### src/rtl/memory_error_log_register.sv
// Multi-channel ECC event logger: per-channel saturating CE/UE counters,
// first-error address capture, threshold alarms and a registered read port.
module memory_error_log_register #(
  parameter int NUM_CH     = 4,
  parameter int SEL_WIDTH  = 2,
  parameter int CNT_WIDTH  = 16,
  parameter int ADDR_WIDTH = 16
) (
  input  logic                         clk,
  input  logic                         reset,
  input  logic [NUM_CH-1:0]            ce_event,
  input  logic [NUM_CH-1:0]            ue_event,
  input  logic [NUM_CH*ADDR_WIDTH-1:0] event_addr,
  input  logic [CNT_WIDTH-1:0]         ce_threshold,
  input  logic                         clear_req,
  input  logic [SEL_WIDTH-1:0]         clear_sel,
  input  logic [NUM_CH-1:0]            irq_ack,
  input  logic [SEL_WIDTH-1:0]         rd_sel,
  output logic [CNT_WIDTH-1:0]         ce_count_out,
  output logic [CNT_WIDTH-1:0]         ue_count_out,
  output logic [ADDR_WIDTH-1:0]        first_addr_out,
  output logic                         first_valid_out,
  output logic                         ce_sat_out,
  output logic [NUM_CH-1:0]            alarm_pending,
  output logic                         irq
);

  localparam logic [CNT_WIDTH-1:0] CntMax = '1;

  logic [CNT_WIDTH-1:0]  ceCntAll  [NUM_CH];
  logic [CNT_WIDTH-1:0]  ueCntAll  [NUM_CH];
  logic [ADDR_WIDTH-1:0] addrAll   [NUM_CH];
  logic [NUM_CH-1:0]     validAll;
  logic [NUM_CH-1:0]     alarmAll;

  for (genvar g = 0; g < NUM_CH; g++) begin : gChan
    logic [CNT_WIDTH-1:0]  ceCnt_q, ceCnt_d, ueCnt_q, ueCnt_d;
    logic [CNT_WIDTH-1:0]  ceBase, ueBase;
    logic [ADDR_WIDTH-1:0] addr_q, addr_d;
    logic                  valid_q, valid_d, alarm_q, alarm_d;
    logic                  clrHit, validBase, alarmBase, alarmSet;

    // A same-cycle clear is applied to the "base" values before events, so
    // an event arriving with its own clear counts from zero.
    always_comb begin
      clrHit    = clear_req && (clear_sel == SEL_WIDTH'(g));
      ceBase    = clrHit ? '0 : ceCnt_q;
      ueBase    = clrHit ? '0 : ueCnt_q;
      validBase = clrHit ? 1'b0 : valid_q;
      alarmBase = clrHit ? 1'b0 : alarm_q;

      ceCnt_d = ceBase;
      if (ce_event[g] && (ceBase != CntMax)) ceCnt_d = ceBase + CNT_WIDTH'(1);
      ueCnt_d = ueBase;
      if (ue_event[g] && (ueBase != CntMax)) ueCnt_d = ueBase + CNT_WIDTH'(1);

      addr_d  = addr_q;
      valid_d = validBase;
      if ((ce_event[g] || ue_event[g]) && !validBase) begin
        addr_d  = event_addr[g*ADDR_WIDTH +: ADDR_WIDTH];
        valid_d = 1'b1;
      end

      alarmSet = ue_event[g]
              || (ce_event[g] && (ceBase != CntMax) && (ce_threshold != '0)
                  && (ceCnt_d == ce_threshold));
      alarm_d  = alarmSet || (alarmBase && !irq_ack[g]);
    end

    always_ff @(posedge clk) begin
      if (reset) begin
        ceCnt_q <= '0;
        ueCnt_q <= '0;
        addr_q  <= '0;
        valid_q <= 1'b0;
        alarm_q <= 1'b0;
      end else begin
        ceCnt_q <= ceCnt_d;
        ueCnt_q <= ueCnt_d;
        addr_q  <= addr_d;
        valid_q <= valid_d;
        alarm_q <= alarm_d;
      end
    end

    assign ceCntAll[g] = ceCnt_q;
    assign ueCntAll[g] = ueCnt_q;
    assign addrAll[g]  = addr_q;
    assign validAll[g] = valid_q;
    assign alarmAll[g] = alarm_q;
  end

  logic [CNT_WIDTH-1:0]  rdCe_d, rdCe_q, rdUe_d, rdUe_q;
  logic [ADDR_WIDTH-1:0] rdAddr_d, rdAddr_q;
  logic                  rdValid_d, rdValid_q, rdSat_d, rdSat_q;

  // Out-of-range selects match no channel and therefore read zeros.
  always_comb begin
    rdCe_d    = '0;
    rdUe_d    = '0;
    rdAddr_d  = '0;
    rdValid_d = 1'b0;
    for (int c = 0; c < NUM_CH; c++) begin
      if (rd_sel == SEL_WIDTH'(c)) begin
        rdCe_d    = ceCntAll[c];
        rdUe_d    = ueCntAll[c];
        rdAddr_d  = addrAll[c];
        rdValid_d = validAll[c];
      end
    end
    rdSat_d = (rdCe_d == CntMax);
  end

  always_ff @(posedge clk) begin
    if (reset) begin
      rdCe_q    <= '0;
      rdUe_q    <= '0;
      rdAddr_q  <= '0;
      rdValid_q <= 1'b0;
      rdSat_q   <= 1'b0;
    end else begin
      rdCe_q    <= rdCe_d;
      rdUe_q    <= rdUe_d;
      rdAddr_q  <= rdAddr_d;
      rdValid_q <= rdValid_d;
      rdSat_q   <= rdSat_d;
    end
  end

  assign ce_count_out    = rdCe_q;
  assign ue_count_out    = rdUe_q;
  assign first_addr_out  = rdAddr_q;
  assign first_valid_out = rdValid_q;
  assign ce_sat_out      = rdSat_q;
  assign alarm_pending   = alarmAll;
  assign irq             = |alarmAll;

endmodule

### config.mk
export PLATFORM = sky130hd
export DESIGN_NAME = memory_error_log_register
export DESIGN_NICKNAME = d
export VERILOG_FILES = /design/src/rtl/memory_error_log_register.sv
export SDC_FILE = /design/constraint.sdc
export NUM_CORES = 1
export LEC_CHECK = 0
export CELL_PAD_IN_SITES_DETAIL_PLACEMENT = 1
export CELL_PAD_IN_SITES_GLOBAL_PLACEMENT = 2
export CORE_ASPECT_RATIO = 1.2
export CORE_MARGIN = 3
export CORE_UTILIZATION = 34
export DETAILED_ROUTE_END_ITERATION = 8
export HOLD_SLACK_MARGIN = 0.05
export PLACE_DENSITY = 0.83
export REMOVE_ABC_BUFFERS = 1
export SKIP_CTS_REPAIR_TIMING = 1
export SKIP_LAST_GASP = 1
export SYNTH_ARGS = -nofsm -noshare
export SYNTH_HDL_FRONTEND = slang
export SYNTH_SLANG_ARGS = --single-unit
### constraint.sdc
create_clock -name clk -period 4.8 [get_ports clk]
set_clock_uncertainty 0.1 [all_clocks]
set_input_delay 0.72 -clock clk [delete_from_list [all_inputs] [get_ports clk]]
set_output_delay 0.72 -clock clk [all_outputs]
set_load 0.005 [all_outputs]
# Yosys cells after proc, flatten, opt, wreduce, memory -nomap -nowiden
# Index checks and enable logic that the tools add are counted.
word_totals:
  elab_cells: 148
  out_inout_bits: 55
  register_bits: 250
  inputBits: 99
op_classes:
  add_sub_neg: 8
  eq_ne: 19
  n_reduce_logical: 52
  muxes: 44
op_table:
  columns: ["cell", "n"]
  rows:
  - ["$mux W16", 28]
  - ["$add A16 B1 Y16 const B", 8]
  - ["$ne A16 B16 Y1 const B", 8]
  - ["$eq A16 B16 Y1", 4]
  - ["$logic_and A1 B1 Y1", 28]
  - ["$eq A16 B16 Y1 const B", 1]
  - ["$mux W1", 16]
  - ["$reduce_bool A16 Y1", 1]
  - ["$logic_or A1 B1 Y1", 12]
  - ["$eq A2 B2 Y1 const B", 4]
  - ["$logic_not A1 Y1", 8]
  - ["$eq A2 B1 Y1 const B", 2]
  - ["$logic_not A2 Y1", 2]
  - ["$reduce_or A4 Y1", 1]

# Longest topological paths before layout
# Gate-level depths: netlist (run 1).
logic_depth:
  word_depth: 10
  ltp_mapped: 14
  depth_no_buf: 12

# Least setup slack after synthesis (run 1)
# No wires, ideal clock.
synth_path:
  path_type: "input -> register"
  start: "in clear_sel[0]"
  end: "reg gChan[3].alarm_q"
  arrival_time_ns: 3.712
  cell_stages: 14
  required_time_ns: 4.616
  setup_time_ns: 0.084
  path_slack_ns: 0.903
  n_path_buf: 3
  path_cell_list: "nand3_1 clkbuf_1 clkbuf_1 clkbuf_1 and2_1 ha_1 nand4_1 nor4_4 nor3_1 o21ai_0 nor4b_1 nand4_1 or4_1 o31ai_2"
synth_via:
  elab_chain_cells: 10
  elab_cells_between_ends: 14
  cone_classes: "1 x add/sub; 3 x eq/ne; 3 x mux; 7 x reduce/logical"
synth_rtl:
  columns: ["element", "line", "rtl"]
  rows:
  - ["from (decl)", "16", "input logic [SEL_WIDTH-1:0] clear_sel,"]
  - ["$eq A2 B2 Y1 *", "46", "clrHit = clear_req && (clear_sel == SEL_WIDTH'(g));"]
  - ["$logic_and A1 B1 Y1 *", "46", null]
  - ["parallel branches: the longest is 7 deep, another holds $add A16 B1 Y16", null, null]
  - ["$logic_or A1 B1 Y1 *", "67", "alarm_d = alarmSet || (alarmBase && !irq_ack[g]);"]
  - ["to (signal assigned)", "82", "alarm_q <= alarm_d;"]
  - ["to (decl)", "40", "logic valid_q, valid_d, alarm_q, alarm_d;"]
# Mark *: on every way between the ends.
# A chain may end at the register's enable or synchronous reset.

# Final worst setup path (run 1)
layout_path:
  start: "in clear_sel[0]"
  end: "reg gChan[3].ueCnt_q[15]"
layout_via:
  elab_chain_cells: 6
  elab_cells_between_ends: 7
  cone_classes: "1 x add/sub; 2 x eq/ne; 2 x mux; 2 x reduce/logical"
layout_rtl:
  columns: ["element", "line", "rtl"]
  rows:
  - ["$eq A2 B2 Y1 *", "46", null]
  - ["$logic_and A1 B1 Y1 *", "46", null]
  - ["$mux W16 *", "48", "ueBase = clrHit ? '0 : ueCnt_q;"]
  - ["parallel branches: the longest is 2 deep, another holds $add A16 B1 Y16", null, null]
  - ["$mux W16 *", "55", "if (ue_event[g] && (ueBase != CntMax)) ueCnt_d = ueBase + CNT_WIDTH'(1);"]
  - ["to (signal assigned)", "79", "ueCnt_q <= ueCnt_d;"]
  - ["to (decl)", "37", "logic [CNT_WIDTH-1:0] ceCnt_q, ceCnt_d, ueCnt_q, ueCnt_d;"]
# Marks and branches as above.

==> flow_summary_export.csv, run 1 <==
group,metric,value,unit
sta,post-route-min-period,3.82,ns
sta,fin_ws,0.978,ns
floorplanning,ioPinCount,154,
sta,max_freq,262,MHz
yosys,yosysMostFrequentCell,"nand2_1",
yosys,synth_common_cells,"255 x nand2_1, 250 x dfxtp_1, 156 x nor2_1",
hold_path,hold_end,"gChan[0].addr_q[11]",
global_routing,overflow,0,
yosys,synth_top_area_share,38.1,%
power_and_ir_drop,switchingPower,1.26,mW
critical_path,crit_required,5.16,ns
power_and_ir_drop,power.leakage,5.60,nW
yosys,synth_top_family_by_area,"simple AND/OR/NAND/NOR gates",
cells_and_area,fin_area,16100,um^2
floorplanning,fp.dieW,185,um
critical_path,crit_chain,"clkdlybuf4s50_1 > nand3_1 > buf_4 > and2_1 > ha_1 > nand2_1 > o41a_1 > and3_1 > nor3b_1 > nand2_1 > or3_1 > a21oi_1",
place,place_ws,0.442,ns
critical_path,cp.arrival,4.19,ns
global_routing,antenna_found_initial,0,
hold_path,min_from,"gChan[0].addr_q[11]",
yosys,synth_top_cell_by_area,"dfxtp_1",
place,dpl_cell_area,15100,um^2
yosys,ys.flop_type,"dfxtp_1",
clocking,numCtsBuffers,28,
sta,rsz0062_at_grt,"no",
yosys,syn_inst,1532,
cells_and_area,diodes,0,
critical_path,regToRegEndpoint,"gChan[2].alarm_q",
floorplanning,dieArea,41000,um^2
yosys,ys_async_sr_fraction,0,%
route,drt_pass1_iterations,5,
power_and_ir_drop,powerDensity,314,nW/um^2
clocking,clockBufferDepth,3,
yosys,synthAdderAreaFrac,0.763,%
floorplanning,row_count,78,
critical_path,r2r_start,"gChan[2].ceCnt_q[0]",
sta,finalMaxSlewViolations,0,
clocking,clock-sinks,250,
power_and_ir_drop,power.share.clock,45.7,%
hold_path,hp-class,"reg -> reg",
clocking,cts_tree,"done",
route,route.detailed.drc,0,
route,vias,12000,
critical_path,r2r_setup_slack,1.38,ns
yosys,yosysUniqueCellTypes,85,
global_routing,grt_pass1_vias,12600,
power_and_ir_drop,p_comb_share,11.1,%
critical_path,max_stage_delay,0.63,ns
hold_path,min_path_cells,2,
yosys,yosys-top-cells-area,"dfxtp_1 38%, mux4_2 8.4%, nand2_1 7.3%",
critical_path,cp-end-kind,"flop",
global_routing,grt_max_degree,69,
cells_and_area,synthToLayoutAreaGrowth,22.8,%
critical_path,crit_slowest_cell,"clkdlybuf4s50_1",
yosys,syn_area,13100,um^2
sta,fin_setup_tns,0,ns
yosys,synth_xor_xnor_area_share,9.81,%
clocking,clk_pin_slew,0.06,ns
clocking,htree_num_levels,1,
outcome,status,"finished, final reports clean",
power_and_ir_drop,internal-power,3.79,mW
yosys,synth-simple-area-share,27.5,%
sta,worst_slew_pin_slew,1.14,ns
yosys,yosysSeqAreaShare,38.1,%
yosys,ys_warn_count,0,
sta,hold_viol_final,0,
floorplanning,core-area,38000,um^2
power_and_ir_drop,pwr-share-seq,43.2,%
cells_and_area,final_util,42.5,%
flow_run,drv_cap,0,
route,first_iter_violations,647,
yosys,synthMuxAreaShare,9.49,%
floorplanning,die_h,221,um
global_routing,grtUsageTotal,23.0,%
route,routed_via_density,5.57,
critical_path,cp_common_cell,"nand2_1",
yosys,synth_compound_gate_area_share,10.7,%
route,finalWirelength,48400,um
critical_path,ff2ff_path_depth,11,
place,hpwl,35400,um
power_and_ir_drop,swShare,25.0,%
yosys,syn_avg_cell_area,8.57,um^2
cells_and_area,fin_nets,1766,
route,final_antenna_net_count,0,
sta,period_share,79.6,%
cells_and_area,drive_above_1_share,9.83,%
sta,maxSlewHeadroom,24.2,%
place,gp_congestion,0.951,
route,routedWlPerCell,22.4,um
place,io_buffer_count,153,
floorplanning,floorplan.initialDensity,34.6,%
critical_path,worst-setup-path-type,"in -> reg",
critical_path,start_kind,"primary input",
clocking,cts_root_buffer,"clkbuf_16",
yosys,ys_seq_elements,250,
critical_path,crit_fanout,14,
global_routing,grt_pass1_wl,73900,um
power_and_ir_drop,irDropWorstVdd,0.247,mV
clocking,clk_latency,0.56,ns
yosys,synth_edf_count,0,
sta,setup_viol,0,
==> final cells by class <==
class	count	area, um^2
Clock inverter	10	189
Multi-Input combinational cell	1166	7640
Sequential cell	250	5000
Tap cell	480	601
Inverter	21	78.8
Fill cell	4402	21800
Clock buffer	40	786
Timing Repair Buffer	192	1820
==> cells by family after synthesis <==
kind of cell | count (synthesis)
xor gates and xnor gates | 147
muxes | 63
adders and majority gates | 8
and+or+nand+nor | 727
DFF | 250
buffers and inverters | 116
AOI/OAI and AO/OA | 221
==> registers in the layout, indices dropped and copies added, names as in the netlist, 4 cells and up <==
register,count
first_addr_out,16
gChan.valid_q,4
gChan.ceCnt_q,64
ue_count_out,16
gChan.ueCnt_q,64
gChan.alarm_q,4
ce_count_out,16
gChan.addr_q,64
==> worst max-delay path by stage <==
stage / end / cells past startpoint / slack [ns] / start
6_report: gChan[3].ueCnt_q[15] / 12 / 0.98 / clear_sel[0]
5_1_grt: gChan[0].alarm_q / 13 / 0.69 / clear_sel[1]
4_1_cts: gChan[3].ueCnt_q[13] / 12 / 1.01 / clear_sel[0]
3_5_place_dp: gChan[3].ueCnt_q[13] / 12 / 0.44 / clear_sel[0]
3_3_place_gp: gChan[0].alarm_q / 13 / 0.56 / clear_sel[0]
2_1_floorplan: gChan[2].alarm_q / 12 / 0.97 / clear_req
==> layout by cell type, fill, tap and decap left out, types with 11 or more instances in the layout <==
cell type	Yosys	layout
nand2_1	255	255
dfxtp_1	250	250
nor2_1	156	156
clkdlybuf4s50_1	0	150
a21oi_1	105	105
xnor2_1	76	76
xor2_1	71	71
nand3_1	63	63
nor2b_1	59	59
mux4_2	49	49
buf_4	4	40
nand4_1	33	33
nor3_1	32	32
o21ai_0	31	31
clkbuf_16	0	28
inv_1	21	21
or3_1	16	16
and3_1	16	16
and2_1	15	15
nor4_1	15	15
mux2i_1	13	13
nand2b_1	11	11
and4_1	11	11
a211oi_1	11	11
==> power by group through the flow <==
stage               sequential, mW  combinational (mW)  clock [mW]
floorplan                     2.21               0.241           0
global placement              2.23               0.551           0
detailed placement            2.23               0.561           0
CTS                           2.18               0.565        2.36
global route                  2.19               0.608        2.44
finish                        2.18               0.561        2.31
==> routing by layer <==
metal / vias up / track usage [%] / share of wire, %
met2: 323 / 41.2 / 50
met1: 5991 / 28.1 / 41
met4: 0 / 8.69 / 3.9
met5: - / 0 / 0
met3: 101 / 2.70 / 4.9
li1: 5610 / - / -
==> critical path: cells and delay by family <==
kind,cells,cell delay (ns)
and+or+nand+nor,7,1.83
buffers and inverters,2,0.92
AOI/OAI and AO/OA,2,0.49
adders and majority gates,1,0.23
==> per-stage QoR <==
step / cells / power (mW) / hold slack (ns)
floorplan: 1437 / 2.45 / 0.327
global placement: 2109 / 2.78 / 0.339
detailed placement: 2109 / 2.79 / 0.347
CTS: 2159 / 5.11 / 0.356
global route: 2159 / 5.24 / 0.374
finish: 2159 / 5.06 / 0.355
Power figures use the tool's default switching activity.
==> run 2: changes to the inputs <==
==> constraint.sdc (replaced) <==
create_clock -name clk -period 3.6 [get_ports clk]
set_clock_uncertainty 0.1 [all_clocks]
set_input_delay 0.54 -clock clk [delete_from_list [all_inputs] [get_ports clk]]
set_output_delay 0.54 -clock clk [all_outputs]
set_load 0.005 [all_outputs]
==> run 2 against run 1 <==
Core utilization is 2.7 points higher. Critical path depth grew 2. Total power grew 37%. Register-to-register slack worse by 0.80 ns. Non-clock buffer count up 129. Sequential power grew 33%. Die area did not move. First-iteration DRC count grew 32%. Flip-flop and latch count unchanged. Clock power increased by 38%. Design area grew 6.5%. Critical endpoint is now gChan[2].alarm_q. Largest power group unchanged.
==> flow_summary_export.csv, run 2 (synthesis gave the netlist of run 1 again) <==
group,metric,value,unit
outcome,status,"finished, final reports clean",
cells_and_area,reg_top3,"gChan.addr_q: 64 flops, gChan.ceCnt_q: 64 flops, gChan.ueCnt_q: 64 flops",
global_routing,grtUsageTotal,24.0,%
floorplanning,fp.dieW,185,um
critical_path,worst-setup-path-type,"in -> reg",
route,finalWirelength,50300,um
global_routing,antenna_found_initial,0,
clocking,clk_pin_slew,0.06,ns
clocking,cts_root_buffer,"clkbuf_16",
cells_and_area,layout_common_cells,"255 x nand2_1, 250 x dfxtp_1, 168 x buf_4, 156 x nor2_1, 150 x clkdlybuf4s50_1",
sta,fin_ws,0.291,ns
route,wl_met1,20600,um
clocking,clockBufferDepth,3,
critical_path,crit_fanout,6,
route,routed_via_density,5.50,
sta,max_freq,302,MHz
flow_run,drv_cap,0,
floorplanning,floorplan.initialDensity,34.6,%
sta,maxSlewHeadroom,45.0,%
sta,finalMaxSlewViolations,0,
cells_and_area,final_util,45.2,%
route,first_iter_violations,853,
clocking,clk_latency,0.59,ns
sta,period_share,91.9,%
sta,rsz0062_at_grt,"no",
floorplanning,dieArea,41000,um^2
route,wl_met2,25300,um
place,io_buffer_count,153,
global_routing,grt_pass1_wl,77000,um
cells_and_area,fin_nets,1896,
place,place_ws,-0.272,ns
cells_and_area,synthToLayoutAreaGrowth,30.8,%
route,vias,12600,
critical_path,cp.arrival,3.67,ns
route,routedWlPerCell,22.0,um
critical_path,crit_slowest_cell,"clkdlybuf4s50_1",
global_routing,overflow,0,
clocking,clock-sinks,250,
global_routing,grt_max_degree,77,
cells_and_area,final_common_cell,"nand2_1",
floorplanning,core-area,38000,um^2
power_and_ir_drop,powerDensity,402,nW/um^2
clocking,numCtsBuffers,29,
power_and_ir_drop,power.leakage,6.25,nW
global_routing,grt_pass1_vias,13400,
floorplanning,row_count,78,
critical_path,cp-end-kind,"flop",
cells_and_area,diodes,0,
cells_and_area,seq_area,5000,um^2
hold_path,hp-class,"in -> reg",
clocking,htree_num_levels,1,
critical_path,start_kind,"primary input",
floorplanning,ioPinCount,154,
sta,post-route-min-period,3.31,ns
critical_path,max_stage_delay,0.55,ns
sta,worst_slew_pin_slew,0.825,ns
power_and_ir_drop,irDropWorstVdd,0.320,mV
critical_path,crit_chain,"clkdlybuf4s50_1 > nand3b_1 > nand2_1 > inv_1 > ha_1 > buf_4 > and3_1 > nand3_1 > o21ai_2 > nor2_1 > xnor2_1 > o32ai_1 > a2111o_1 > o41ai_2",
floorplanning,die_h,221,um
cells_and_area,nFillCells,4407,
route,top_layer,"met4",
cells_and_area,multi_input_area,7640,um^2
sta,setup_viol,0,
route,route.detailed.drc,0,
sta,hold_viol_final,0,
clocking,cts_tree,"done",
route,final_antenna_net_count,0,
place,gp_congestion,0.930,
sta,fin_setup_tns,0,ns
critical_path,crit_required,3.96,ns
route,drt_pass1_iterations,5,
place,hpwl,37600,um
cells_and_area,drive_above_1_share,16.8,%
route,wl_met3,2560,um
-- run 2: changes by cell type in the layout (fill, tap and decap cells not counted), sizes merged --
cell,previous run,this run
buf,42,171
clkbuf,40,36
clkinv,4,8
inv,21,24
clkinvlp,1,3
bufinv,5,4
-- run 2: cell type report --
class | count | share of cell area, %
tap | 480 | 3.50
sequential | 250 | 29.2
multi-input combinational | 1166 | 44.5
clock inverter | 18 | 1.32
inverter | 21 | 0.459
timing repair buffer | 321 | 16.3
clock buffer | 36 | 4.73
-- run 2: power breakdown --
part           switching [mW]  internal [mW]
Sequential             0.0565           2.85
Clock                    1.29           1.90
Combinational           0.433          0.368
-- run 2: final timing paths --
| check | to | cells after the start | slack, ns | start |
|---|---|---|---|---|
| hold reg to reg | gChan[2].addr_q[6] | 2 | 0.35 | gChan[2].addr_q[6] |
| setup reg to reg | gChan[1].alarm_q | 8 | 0.58 | gChan[1].ceCnt_q[2] |
| setup / recovery | gChan[2].alarm_q | 14 | 0.29 | clear_sel[0] |
| hold / removal | gChan[3].ceCnt_q[3] | 2 | 0.29 | reset |
-- run 2: routing by layer --
layer  global-route usage (%)  vias to the layer above
met1                     29.5                     6246
met3                     2.86                      110
met2                     42.7                      365
li1                         -                     5877
met5                        0                        -
met4                     8.93                        0
-- run 2: critical path, delay by kind of cell --
kind            cells  cell delay, ns
xor+xnor            1            0.22
buf+inv             3            0.77
compound gates      4            1.18
simple gates        5            0.73
fa+ha+maj           1            0.23
-- run 2: stage by stage --
| stage | hold slack (ns) | instances | power, mW | area (um^2) |
|---|---|---|---|---|
| final | 0.290 | 2292 | 6.90 | 17200 |
| after global routing | 0.302 | 2292 | 7.15 | 17200 |
| after CTS | 0.276 | 2292 | 6.98 | 17200 |
| after detailed placement | 0.347 | 2238 | 3.77 | 16100 |
| after global placement | 0.339 | 2238 | 3.75 | 16100 |
| after floorplan | 0.327 | 1437 | 3.27 | 12700 |
